===== src/rtl/seq_pkg.sv =====
// Shared types and constants for the serial frame generator and its detector partner.
// Latency: n/a (declarations only).
// Backpressure: n/a.
package seq_pkg;

    typedef enum logic [2:0] {
        IDLE = 3'd0,
        SYNC = 3'd1,
        DATA = 3'd2,
        GAP  = 3'd3
    } seqgen_state_t;

    localparam logic [3:0] SEQ_SYNC_1011 = 4'b1011;

    // Span the bit counter must cover; floor of 2 keeps the counter at least 1 bit wide.
    function automatic int cnt_span(input int width, input int sync_len, input int gap_cycles);
        int m;
        m = 2;
        if (width > m) m = width;
        if (sync_len > m) m = sync_len;
        if (gap_cycles > m) m = gap_cycles;
        return m;
    endfunction

endpackage


===== src/rtl/piso_shift.sv =====
// Parallel-load, MSB-first shift register; msb reflects the current top bit.
// Latency: load or shift takes effect on the next rising edge.
// Backpressure: none; load wins over shift.
module piso_shift #(
    parameter int WIDTH = 8
) (
    input  logic             clk,
    input  logic             reset,
    input  logic             load,
    input  logic             shift,
    input  logic [WIDTH-1:0] din,
    output logic             msb
);

    logic [WIDTH-1:0] q;

    always_ff @(posedge clk) begin
        if (reset) begin
            q <= '0;
        end else if (load) begin
            q <= din;
        end else if (shift) begin
            q <= q << 1;
        end
    end

    assign msb = q[WIDTH-1];

endmodule


===== src/rtl/sequence_generator.sv =====
// Serial frame transmitter: sync header, payload MSB-first, then an idle gap.
// Latency: first sync bit on seq_out the cycle after the data_valid/data_ready handshake.
// Backpressure: data_ready is high only in IDLE; one word per 1+SYNC_LEN+WIDTH+GAP_CYCLES cycles.
module sequence_generator import seq_pkg::*; #(
    parameter int                  WIDTH        = 8,
    parameter int                  SYNC_LEN     = 4,
    parameter logic [SYNC_LEN-1:0] SYNC_PATTERN = SEQ_SYNC_1011,
    parameter int                  GAP_CYCLES   = 2
) (
    input  logic             clk,
    input  logic             reset,
    input  logic [WIDTH-1:0] data_in,
    input  logic             data_valid,
    output logic             data_ready,
    output logic             seq_out,
    output logic             seq_valid,
    output logic             busy,
    output logic             frame_done
);

    localparam int CW = $clog2(cnt_span(WIDTH, SYNC_LEN, GAP_CYCLES));
    localparam logic [CW-1:0] LAST_SYNC     = CW'(SYNC_LEN - 1);
    localparam logic [CW-1:0] LAST_DATA     = CW'(WIDTH - 1);
    localparam logic [CW-1:0] PRE_LAST_DATA = CW'(WIDTH - 2);
    localparam logic [CW-1:0] LAST_GAP      = CW'(GAP_CYCLES - 1);

    seqgen_state_t state;
    logic [CW-1:0] cnt;
    logic          accept;
    logic          sync_msb;
    logic          pay_msb;
    logic          sync_shift;
    logic          pay_shift;

    assign data_ready = (state == IDLE);
    assign busy       = (state != IDLE);
    assign accept     = data_ready && data_valid;
    assign sync_shift = (state == SYNC);
    assign pay_shift  = ((state == SYNC) && (cnt == LAST_SYNC)) || (state == DATA);

    // seq_out is registered, so each edge loads the bit for the following cycle.
    // The sync MSB goes straight to seq_out at the handshake, hence the pre-shifted load.
    piso_shift #(.WIDTH(SYNC_LEN)) u_sync_sr (
        .clk   (clk),
        .reset (reset),
        .load  (accept),
        .shift (sync_shift),
        .din   (SYNC_PATTERN << 1),
        .msb   (sync_msb)
    );

    piso_shift #(.WIDTH(WIDTH)) u_payload_sr (
        .clk   (clk),
        .reset (reset),
        .load  (accept),
        .shift (pay_shift),
        .din   (data_in),
        .msb   (pay_msb)
    );

    always_ff @(posedge clk) begin
        if (reset) begin
            state      <= IDLE;
            cnt        <= '0;
            seq_out    <= 1'b0;
            seq_valid  <= 1'b0;
            frame_done <= 1'b0;
        end else begin
            case (state)
                IDLE: begin
                    frame_done <= 1'b0;
                    cnt        <= '0;
                    if (accept) begin
                        state     <= SYNC;
                        seq_out   <= SYNC_PATTERN[SYNC_LEN-1];
                        seq_valid <= 1'b1;
                    end else begin
                        seq_out   <= 1'b0;
                        seq_valid <= 1'b0;
                    end
                end
                SYNC: begin
                    if (cnt == LAST_SYNC) begin
                        state      <= DATA;
                        cnt        <= '0;
                        seq_out    <= pay_msb;
                        frame_done <= (WIDTH == 1);
                    end else begin
                        cnt     <= cnt + CW'(1);
                        seq_out <= sync_msb;
                    end
                end
                DATA: begin
                    if (cnt == LAST_DATA) begin
                        state      <= (GAP_CYCLES == 0) ? IDLE : GAP;
                        cnt        <= '0;
                        seq_out    <= 1'b0;
                        seq_valid  <= 1'b0;
                        frame_done <= 1'b0;
                    end else begin
                        cnt        <= cnt + CW'(1);
                        seq_out    <= pay_msb;
                        frame_done <= (WIDTH > 1) && (cnt == PRE_LAST_DATA);
                    end
                end
                GAP: begin
                    if (cnt == LAST_GAP) begin
                        state <= IDLE;
                        cnt   <= '0;
                    end else begin
                        cnt <= cnt + CW'(1);
                    end
                end
                default: begin
                    state      <= IDLE;
                    cnt        <= '0;
                    seq_out    <= 1'b0;
                    seq_valid  <= 1'b0;
                    frame_done <= 1'b0;
                end
            endcase
        end
    end

endmodule

===== config.mk =====
export PLATFORM = sky130hd
export DESIGN_NAME = sequence_generator
export DESIGN_NICKNAME = d
export VERILOG_FILES = /design/src/rtl/seq_pkg.sv /design/src/rtl/piso_shift.sv /design/src/rtl/sequence_generator.sv
export SDC_FILE = /design/constraint.sdc
export NUM_CORES = 1
export LEC_CHECK = 0
export BUFFER_PORTS_ARGS = -buffer_cell sky130_fd_sc_hd__buf_2
export CAP_MARGIN = 20
export CORE_MARGIN = 2
export CORE_UTILIZATION = 59
export DETAILED_ROUTE_END_ITERATION = 8
export PLACE_DENSITY = 0.82
export SYNTH_ARGS = -nofsm -noshare
export SYNTH_HDL_FRONTEND = slang
export SYNTH_SLANG_ARGS = --single-unit

===== constraint.sdc =====
create_clock -name clk -period 3.31 [get_ports clk]
set_clock_uncertainty 0.1 [all_clocks]
set_input_delay 0.1655 -clock clk [delete_from_list [all_inputs] [get_ports clk]]
set_output_delay 0.1655 -clock clk [all_outputs]
set_load 0.05 [all_outputs]

==> flow_summary.yaml, run 1 <==
critical_path:
  endpoint_kind: "flip-flop"
  reg2reg_slack_ps: 1280
  start_kind: "flip-flop"
  crit_type: "reg -> reg"
  reg2regPathDepth: 6
  crit_start: "state[1]"
  path_max_fanout: 15
  r2r_start: "state[1]"
  worstPathArrival_ps: 2140
  endpoint: "u_payload_sr.q[2]"
  cp_data_required_time_ps: 3420
  r2r-end: "u_payload_sr.q[2]"
global_routing:
  grt_use_met3_pct: 4.62
  grt_first_pass_wirelength_mm: 2.99
  antenna_found_initial: 0
  grt_max_degree: 18
  grtUsageMet1_pct: 26.0
  grt_pass1_vias: 710
  busiest_layer: "met2"
  gr-total-overflow: 0
  grt_use_total_pct: 19.5
  use_met2_pct: 30.0
final_layout:
  drive_gt1_share_pct: 20.4
  nets: 160
  final_common_cell: "dfxtp_1"
  antennaDiodeCount: 0
  design_area_um2: 1180
  n_fill_cell: 158
  final_cell_mix: "19 x dfxtp_1, 18 x nand2_1, 15 x buf_2"
  multi_input_area_um2: 628
  area_delta_synth_final_pct: 9.76
  regArea_um2: 380
clock_network:
  clkSlewWorstSetupHoldPaths_ps: 120
  cts_root_buf: "clkbuf_4"
  cts_resized: 0
  htree_num_levels: 1
  cts_tree: "built"
  cts_sinks: 19
  clock_latency_ps: 300
  clock_path_buffers: 2
  cts-buffers-inserted: 3
route:
  firstDrtPassIters: 4
  vias: 888
  ant_nets: 0
  drtIter0Drc: 22
  wl_mm: 2.05
  drc: 0
  drt-vias-per-instance: 5.48
  wire_per_inst_um: 12.6
sta:
  hold_viol: 0
  max_freq_mhz: 493
  period_minus_slack_ps: 2030
  slew_headroom_pct: 67.8
  finalSetupViolCount: 0
  finalCritPeriodShare_pct: 61.2
  worst_pin_slew_ps: 483
  maxSlewViolCount: 0
  hold_ws_ps: 13.6
  rsz0062_at_grt: "no"
  finalSetupTns_ps: 0
synth:
  yosysTopAreaCellShare_pct: 35.3
  synth_area_leaders: "dfxtp_1 35%, ha_1 13%, nand2_1 6.3%"
  synthFlopType: "dfxtp_1"
  synth-async-reset-ratio_pct: 0
  yosysWarningCount: 0
  ys_ff_latch: 19
  syn_area_um2: 1080
  synth-seq-area-share_pct: 35.3
  synth_edf_count: 0
  syn_nets: 146
  syn_area_per_cell_um2: 8.69
  synth_cell_types: 33
  synth_top_cell_by_area: "dfxtp_1"
  synth_cells: 124
power_and_ir_drop:
  p_per_area_nw_per_um2: 807
  vdd_drop_max_uv: 531
  p_leak_uw: 0.000500
floorplan:
  die_width_um: 46.7
  start_util_pct: 62.4
  core_um2: 1730
  pin_count: 16
  rows: 15
  dieArea_um2: 2180
  fp.dieH_um: 46.7
outcome:
  status: "finished, final reports clean"
placement:
  numPortBuffers: 15
  postPlaceCellArea_um2: 1140
  gp_congestion: 0.852
  dp_hpwl_mm: 1.42
min_path:
  min_path_type: "in -> reg"
run:
  drv_cap: 0
cell type report:
cell class	instances	share of cell area (%)
Clock buffer	3	1.90
Clock inverter	1	0.423
Inverter	8	2.54
Multi-Input combinational cell	90	53.1
Sequential cell	19	32.2
Tap cell	25	2.65
Timing Repair Buffer	16	7.20
repair_timing:
| action | 4_1_cts | 5_1_grt |
|---|---|---|
| hold buffers | 0 | 1 |
| hold endpoints to repair | 0 | 1 |
| setup buffers | 0 | 0 |
| endpoints found under the setup margin | 0 | 0 |
state kept, by name (all words and copies together), names as in the netlist:
register and cells:
u_payload_sr.q 8, cnt 3, u_sync_sr.q 3, state 2
frame_done 1, seq_out 1, seq_valid 1
routing by layer:
layer,vias to the layer above,part of all wire (%)
met5,-,0
met4,0,1.5
met3,4,4.7
met2,24,44
met1,401,50
li1,459,-
stage by stage:
step / worst slack [ps] / std cells / utilization [%] / power [uW]
after floorplan: 1420 / 124 / - / 757
after global placement: 1460 / 157 / 66.3 / 815
after detailed placement: 1350 / 157 / 66.3 / 830
after CTS: 1310 / 161 / 67.9 / 954
after global routing: 1150 / 162 / 68.5 / 1020
final: 1280 / 162 / 68.5 / 954
critical path, cell delays in order, from the launching register on:
cell	delay, ps
dfxtp_1	360
inv_1	130
ha_1	480
inv_1	170
o21ai_4	360
nor2_1	80
a311oi_1	260
synth_stat cells, drive strengths merged (2+ instances only):
master	number
or3	2
nor2	13
a21oi	10
ha	11
nand2b	3
clkbuf	2
inv	8
mux2i	4
nand3	3
dfxtp	19
nand2	19
buf	5
a311oi	7
nor3	2
logic make-up (layout without fill, tap and decap cells):
group / Yosys count / in the layout / share of synthesized area (%)
buf+inv: 15 / 28 / 6.39
simple gates: 48 / 48 / 21.1
compound gates: 26 / 26 / 19.6
fa+ha+maj: 11 / 11 / 12.8
flops: 19 / 19 / 35.3
mux: 5 / 5 / 4.76
power breakdown:
part / internal (uW) / switching, uW / total [uW] / leakage [uW]
sequential: 297 / 43.8 / 341 / 0.000156
clock: 45.1 / 76.7 / 122 / 0.0000177
combinational: 167 / 324 / 491 / 0.000326
worst min-delay path by stage:
stage,start,end,slack [ps],depth (start not counted)
floorplan,data_in[2],u_payload_sr.q[2],220,2
global placement,data_in[1],u_payload_sr.q[1],330,3
detailed placement,data_in[4],u_payload_sr.q[4],340,3
CTS,data_in[4],u_payload_sr.q[4],6,3
global route,data_in[4],u_payload_sr.q[4],7,3
finish,data_in[4],u_payload_sr.q[4],10,3
Power figures use the tool's default switching activity.
==> inputs of run 2 (changes only) <==
--- a/config.mk
+++ b/config.mk
@@ -8,9 +8,9 @@
 export BUFFER_PORTS_ARGS = -buffer_cell sky130_fd_sc_hd__buf_2
 export CAP_MARGIN = 20
 export CORE_MARGIN = 2
-export CORE_UTILIZATION = 59
+export CORE_UTILIZATION = 55
 export DETAILED_ROUTE_END_ITERATION = 8
-export PLACE_DENSITY = 0.82
+export PLACE_DENSITY = 0.77
 export SYNTH_ARGS = -nofsm -noshare
 export SYNTH_HDL_FRONTEND = slang
 export SYNTH_SLANG_ARGS = --single-unit
==> constraint.sdc (replaced) <==
create_clock -name clk -period 2.1 [get_ports clk]
set_clock_uncertainty 0.1 [all_clocks]
set_input_delay 0.105 -clock clk [delete_from_list [all_inputs] [get_ports clk]]
set_output_delay 0.105 -clock clk [all_outputs]
set_load 0.05 [all_outputs]
==> run 2 against run 1 <==
  * Clock-buffer cell count unchanged
  * Final area rose by 5.9%
  * Clock power up 50%
  * Worst hold slack gained 51 ps
  * First-iteration DRC count grew 14%
  * Largest cell class unchanged
==> flow_summary.yaml, run 2 (synthesized netlist as in run 1, its figures left out) <==
route:
  vias: 908
  drc: 0
  ant_nets: 0
  firstDrtPassIters: 4
  drtIter0Drc: 25
  wire_per_inst_um: 12.5
  wl_mm: 2.13
  drt-vias-per-instance: 5.31
placement:
  numPortBuffers: 15
  postPlaceCellArea_um2: 1150
  gp_congestion: 0.817
  preCtsSetupSlack_ps: 262
  dp_hpwl_mm: 1.51
final_layout:
  nets: 167
  postLayoutCoreUtil_pct: 65.9
  top_register: "u_payload_sr.q"
  final_common_cell: "dfxtp_1"
  largest_reg_flops: 8
  final_cell_mix: "19 x dfxtp_1, 18 x nand2_1, 15 x buf_2"
  n_fill_cell: 151
  top_regs: "u_payload_sr.q (8), cnt (3), u_sync_sr.q (3)"
  antennaDiodeCount: 0
  drive_gt1_share_pct: 20.1
  design_area_um2: 1250
  area_delta_synth_final_pct: 16.3
run:
  drv_cap: 0
sta:
  period_minus_slack_ps: 1860
  hold_viol: 0
  worst_pin_slew_ps: 382
  rsz0062_at_grt: "no"
  max_freq_mhz: 539
  slew_headroom_pct: 74.5
  finalCritPeriodShare_pct: 88.4
  hold_ws_ps: 64.3
  maxSlewViolCount: 0
  finalSetupViolCount: 0
  finalSetupTns_ps: 0
  finalWorstSetupSlack_ps: 244
critical_path:
  reg2reg_slack_ps: 240
  worstPathArrival_ps: 2000
  start_kind: "flip-flop"
  reg2regPathDepth: 6
  r2r-end: "u_payload_sr.q[0]"
  cp_data_required_time_ps: 2240
  cp_cell_sequence: "inv_1 > ha_1 > a21oi_1 > o21ai_4 > o2bb2a_1 > nor2_1"
  path_max_fanout: 15
  slowest_stage: "dfxtp_1"
  crit_type: "reg -> reg"
  critical-path-top-delay-family: "compound AO/OA/AOI/OAI gates"
  r2r_start: "state[0]"
  cpPeakStageDelay_ps: 420
  critical_path_buf_inv_count: 1
  endpoint_kind: "flip-flop"
power_and_ir_drop:
  pwr-share-seq_pct: 35.4
  comb_power_share_pct: 52.4
  p_leak_uw: 0.000530
  power_frac_clock_pct: 12.1
  internal-power_uw: 820
  switching_power_uw: 690
  vdd_drop_max_uv: 718
  p_per_area_nw_per_um2: 1210
  swShare_pct: 45.7
clock_network:
  clkSlewWorstSetupHoldPaths_ps: 110
  cts_root_buf: "clkbuf_4"
  clock_path_buffers: 2
  clock_latency_ps: 290
  cts_tree: "built"
  htree_num_levels: 1
  cts_resized: 0
  cts_sinks: 19
  cts-buffers-inserted: 3
  post_cts_buffers: 0
floorplan:
  pin_count: 16
  fp.dieH_um: 48.3
  dieArea_um2: 2330
  start_util_pct: 56.6
  rows: 16
  die_width_um: 48.3
  core_um2: 1900
min_path:
  whs_path_depth: 2
  min_path_type: "in -> reg"
  hold_path_end: "u_sync_sr.q[1]"
  hp-start: "reset"
global_routing:
  grt_first_pass_wirelength_mm: 3.25
  grt_max_degree: 18
  grt_pass1_vias: 751
  grt_use_total_pct: 20.6
  gr-total-overflow: 0
  antenna_found_initial: 0
outcome:
  status: "finished, final reports clean"
==> run 2: changes by cell type in the layout (fill, tap and decap cells not counted), sizes merged <==
cell         delta
buf             +1
dlygate4sd3     +6
==> run 2: through the flow <==
step                total power [uW]  cells
detailed placement              1330    160
floorplan                       1190    124
finish                          1510    171
global placement                1300    160
global route                    1630    171
CTS                             1520    171
==> run 2: area by class of cell <==
cell class	count	area (um^2)	share of cell area (%)
inverters	8	30.0	2.40
flip-flops and latches	19	380	30.4
multi-input cells	90	628	50.1
clock inverters	1	5.00	0.400
well taps	27	33.8	2.70
repair buffers	23	153	12.2
clock buffers	3	22.5	1.80
==> run 2: what timing repair did <==
action                                  in CTS  in global routing
hold endpoints to repair                     7                  0
hold buffers                                 7                  0
endpoints found under the setup margin       0                  0
==> run 2: worst reg2reg max path: stages (launching register included) <==
cell and delay (ps):
dfxtp_1 420, inv_1 120, ha_1 330, a21oi_1 250
o21ai_4 170, o2bb2a_1 330, nor2_1 90
==> run 2: power groups by stage <==
| stage | combinational [uW] | clock (uW) | sequential (uW) |
|---|---|---|---|
| after floorplan | 624 | 0 | 570 |
| after global placement | 764 | 0 | 538 |
| after detailed placement | 783 | 0 | 542 |
| after CTS | 796 | 193 | 534 |
| after global routing | 872 | 205 | 548 |
| final | 792 | 183 | 535 |
==> run 2: how the worst max path moves through the flow <==
| stage | from | end | slack, ps | cells after the start |
|---|---|---|---|---|
| floorplan | state[0] | u_payload_sr.q[1] | 210 | 7 |
| global placement | state[0] | u_payload_sr.q[0] | 370 | 6 |
| detailed placement | state[0] | u_payload_sr.q[0] | 260 | 6 |
| CTS | state[0] | u_payload_sr.q[0] | 230 | 6 |
| global route | state[0] | u_payload_sr.q[0] | 70 | 6 |
| finish | state[0] | u_payload_sr.q[0] | 240 | 6 |
==> run 2: per-layer routing <==
| metal | up-vias | part of all wire (%) | global-route usage, % | routed length (um) |
|---|---|---|---|---|
| met2 | 24 | 52 | 37.9 | 1110 |
| met1 | 411 | 44 | 24.0 | 938 |
| li1 | 471 | - | - | - |
| met4 | 0 | 0.56 | 6.49 | 12 |
| met5 | - | 0 | 0 | 0 |
| met3 | 2 | 3.1 | 3.33 | 66 |
==> inputs of run 3 (changes only) <==
--- a/config.mk
+++ b/config.mk
@@ -13,4 +13,5 @@
 export PLACE_DENSITY = 0.77
 export SYNTH_ARGS = -nofsm -noshare
 export SYNTH_HDL_FRONTEND = slang
+export SYNTH_HIERARCHICAL = 1
 export SYNTH_SLANG_ARGS = --single-unit
==> run 3 against run 2 <==
  * The flow now finishes with violations (negative hold slack)
  * Total power is 12% higher
  * Critical endpoint is now u_payload_sr/q[3]
  * Clock-buffer cell count did not move
  * Sequential power grew 3%
  * Non-clock buffer count up 1
  * Cell count unchanged
  * Largest power group unchanged
  * Maximum frequency shrank 3.5%
  * Largest cell class unchanged
  * Critical path depth increased by 1
==> flow_summary.yaml, run 3 <==
synth:
  synth-seq-area-share_pct: 34.9
  yosysWarningCount: 6
  synthSimpleGateAreaFrac_pct: 16.4
  synth_edf_count: 0
  synth_xor_xnor_area_share_pct: 0
  synthFlopType: "dfxtp_1"
  synth_commonest_cells: "20 x dfxtp_1, 13 x a211oi_1, 12 x ha_1, 12 x inv_1"
  syn_area_um2: 1150
  synthMuxAreaShare_pct: 9.60
  synth_cells: 117
  synth_top_cell_by_area: "dfxtp_1"
  ys_ff_latch: 20
  synth_top_family_by_area: "compound AO/OA/AOI/OAI gates"
  synth-async-reset-ratio_pct: 0
  post-synth-top-count-cell: "dfxtp_1"
  synth_cell_types: 30
  synth_area_leaders: "dfxtp_1 35%, ha_1 13%, mux2i_1 9.6%"
  yosysTopAreaCellShare_pct: 34.9
  synthAdderAreaFrac_pct: 13.1
  synth_compound_area_share_pct: 19.2
  syn_area_per_cell_um2: 9.81
sta:
  finalSetupTns_ps: 0
  hold_viol: 2
  maxSlewViolCount: 0
  finalSetupViolCount: 0
  finalCritPeriodShare_pct: 91.6
  rsz0062_at_grt: "no"
  max_freq_mhz: 520
  period_minus_slack_ps: 1920
  hold_ws_ps: -3.13
  finalWorstSetupSlack_ps: 176
clock_network:
  cts_tree: "built"
  cts_root_buf: "clkbuf_4"
  clock_path_buffers: 2
  cts_sinks: 20
  htree_num_levels: 1
  clock_latency_ps: 310
  clkSlewWorstSetupHoldPaths_ps: 120
  cts-buffers-inserted: 3
  cts_hold_buffers: 5
  cts_resized: 0
  post_cts_buffers: 0
placement:
  numPortBuffers: 15
  place_inst: 161
  preCtsSetupSlack_ps: 215
  gp_congestion: 0.740
  dp_hpwl_mm: 1.51
final_layout:
  final_cell_mix: "20 x dfxtp_1, 15 x buf_2, 13 x a211oi_1"
  top_register: "u_payload_sr/q"
  nets: 168
  area_delta_synth_final_pct: 19.6
  antennaDiodeCount: 0
  top_regs: "u_payload_sr/q (8), u_sync_sr/q (4), cnt (3)"
  drive_gt1_share_pct: 17.4
  n_fill_cell: 169
  postLayoutCoreUtil_pct: 70.0
  final_common_cell: "dfxtp_1"
  largest_reg_flops: 8
  layoutNonFillerInstCount: 171
global_routing:
  grt_pass1_vias: 920
  antenna_found_initial: 0
  gr-total-overflow: 0
  grt_max_degree: 20
  grt_first_pass_wirelength_mm: 4.03
  grt_use_total_pct: 21.0
power_and_ir_drop:
  p_per_area_nw_per_um2: 1240
  p_leak_uw: 0.000582
  vdd_drop_max_uv: 876
outcome:
  violations: "negative hold slack"
  status: "complete, but fails checks"
critical_path:
  endpoint_kind: "flip-flop"
  crit_path_frequent_cell: "ha_1"
  cp_data_required_time_ps: 2220
  cp_cell_sequence: "ha_1 > ha_1 > and2_1 > or2_1 > buf_4 > mux2i_1 > a211oi_1"
  slowest_stage: "dfxtp_1"
  reg2reg_slack_ps: 180
  cpPeakStageDelay_ps: 360
  r2r_start: "cnt[0]"
  r2r-end: "u_payload_sr/q[3]"
  crit_type: "reg -> reg"
  start_kind: "flip-flop"
  worstPathArrival_ps: 2040
  path_max_fanout: 7
  reg2regPathDepth: 7
floorplan:
  die_width_um: 49.7
  core_um2: 1960
  fp.dieH_um: 49.7
  dieArea_um2: 2470
  rows: 16
  pin_count: 16
  start_util_pct: 58.5
min_path:
  hp-start: "data_in[5]"
  hold_path_end: "u_payload_sr/q[5]"
  min_path_type: "in -> reg"
  whs_path_depth: 3
route:
  vias: 900
  firstDrtPassIters: 4
  drc: 0
  wl_mm: 2.21
  ant_nets: 0
  wire_per_inst_um: 12.9
  drtIter0Drc: 2
  drt-vias-per-instance: 5.26
run:
  drv_cap: 0
==> run 3: cell types whose count changed after synthesis, moves of 3 or more <==
| cell | previous run | this run |
|---|---|---|
| nand2_1 | 18 | 5 |
| a21oi_1 | 10 | 5 |
| nor2_1 | 13 | 1 |
| inv_1 | 8 | 12 |
| a311oi_1 | 7 | 1 |
| nand3_1 | 3 | 0 |
| mux2i_1 | 4 | 11 |
| buf_2 | 4 | 1 |
| nor2b_1 | 1 | 11 |
| a211oi_1 | 1 | 13 |
==> run 3: layout make-up <==
| type | count | area [um^2] | share of cell area, % |
|---|---|---|---|
| multi-input combinational | 84 | 683 | 49.8 |
| sequential | 20 | 400 | 29.2 |
| timing repair buffer | 24 | 158 | 11.5 |
| inverter | 12 | 45.0 | 3.28 |
| tap | 27 | 33.8 | 2.46 |
| clock inverter | 1 | 30.0 | 2.19 |
| clock buffer | 3 | 22.5 | 1.64 |
==> run 3: how the worst max path moves through the flow <==
| stage | startpoint | to |
|---|---|---|
| final | cnt[0] | u_payload_sr/q[3] |
| after global routing | cnt[0] | u_payload_sr/q[4] |
| after CTS | cnt[0] | u_payload_sr/q[3] |
| after detailed placement | cnt[0] | u_payload_sr/q[3] |
| after global placement | cnt[0] | u_payload_sr/q[4] |
| after floorplan | state[0] | seq_valid |
==> run 3: worst max-delay path, delay by kind of cell (launching register included) <==
kind,cells,cell delay [ps]
compound gates,1,240
fa+ha+maj,2,460
buf+inv,1,180
flops,1,360
mux,1,130
simple gates,2,370
==> run 3: cells by family after synthesis <==
group,Yosys count
buffers and inverters,15
multiplexers,11
AND/OR/NAND/NOR,29
adder cells (fa/ha/maj),12
AO/OA/AOI/OAI,28
other,2
flip-flops,20
==> run 3: report_power, final <==
part / internal (uW) / leakage, uW / switching, uW
Clock: 193 / 0.0000279 / 122
Sequential: 485 / 0.000165 / 65.8
Combinational: 339 / 0.000389 / 491
==> run 3: stage by stage <==
stage | area, um^2 | total power (uW)
finish | 1370 | 1700
global route | 1370 | 1810
CTS | 1360 | 1710
detailed placement | 1260 | 1380
global placement | 1260 | 1350
floorplan | 1150 | 1200
==> run 3: metal layers <==
metal | global-route usage (%) | routed length (um) | share of wire [%]
met1 | 25.5 | 1000 | 45
met2 | 35.6 | 1090 | 50
met3 | 6.67 | 85 | 3.8
met4 | 5.56 | 25 | 1.1
met5 | 0 | 0 | 0
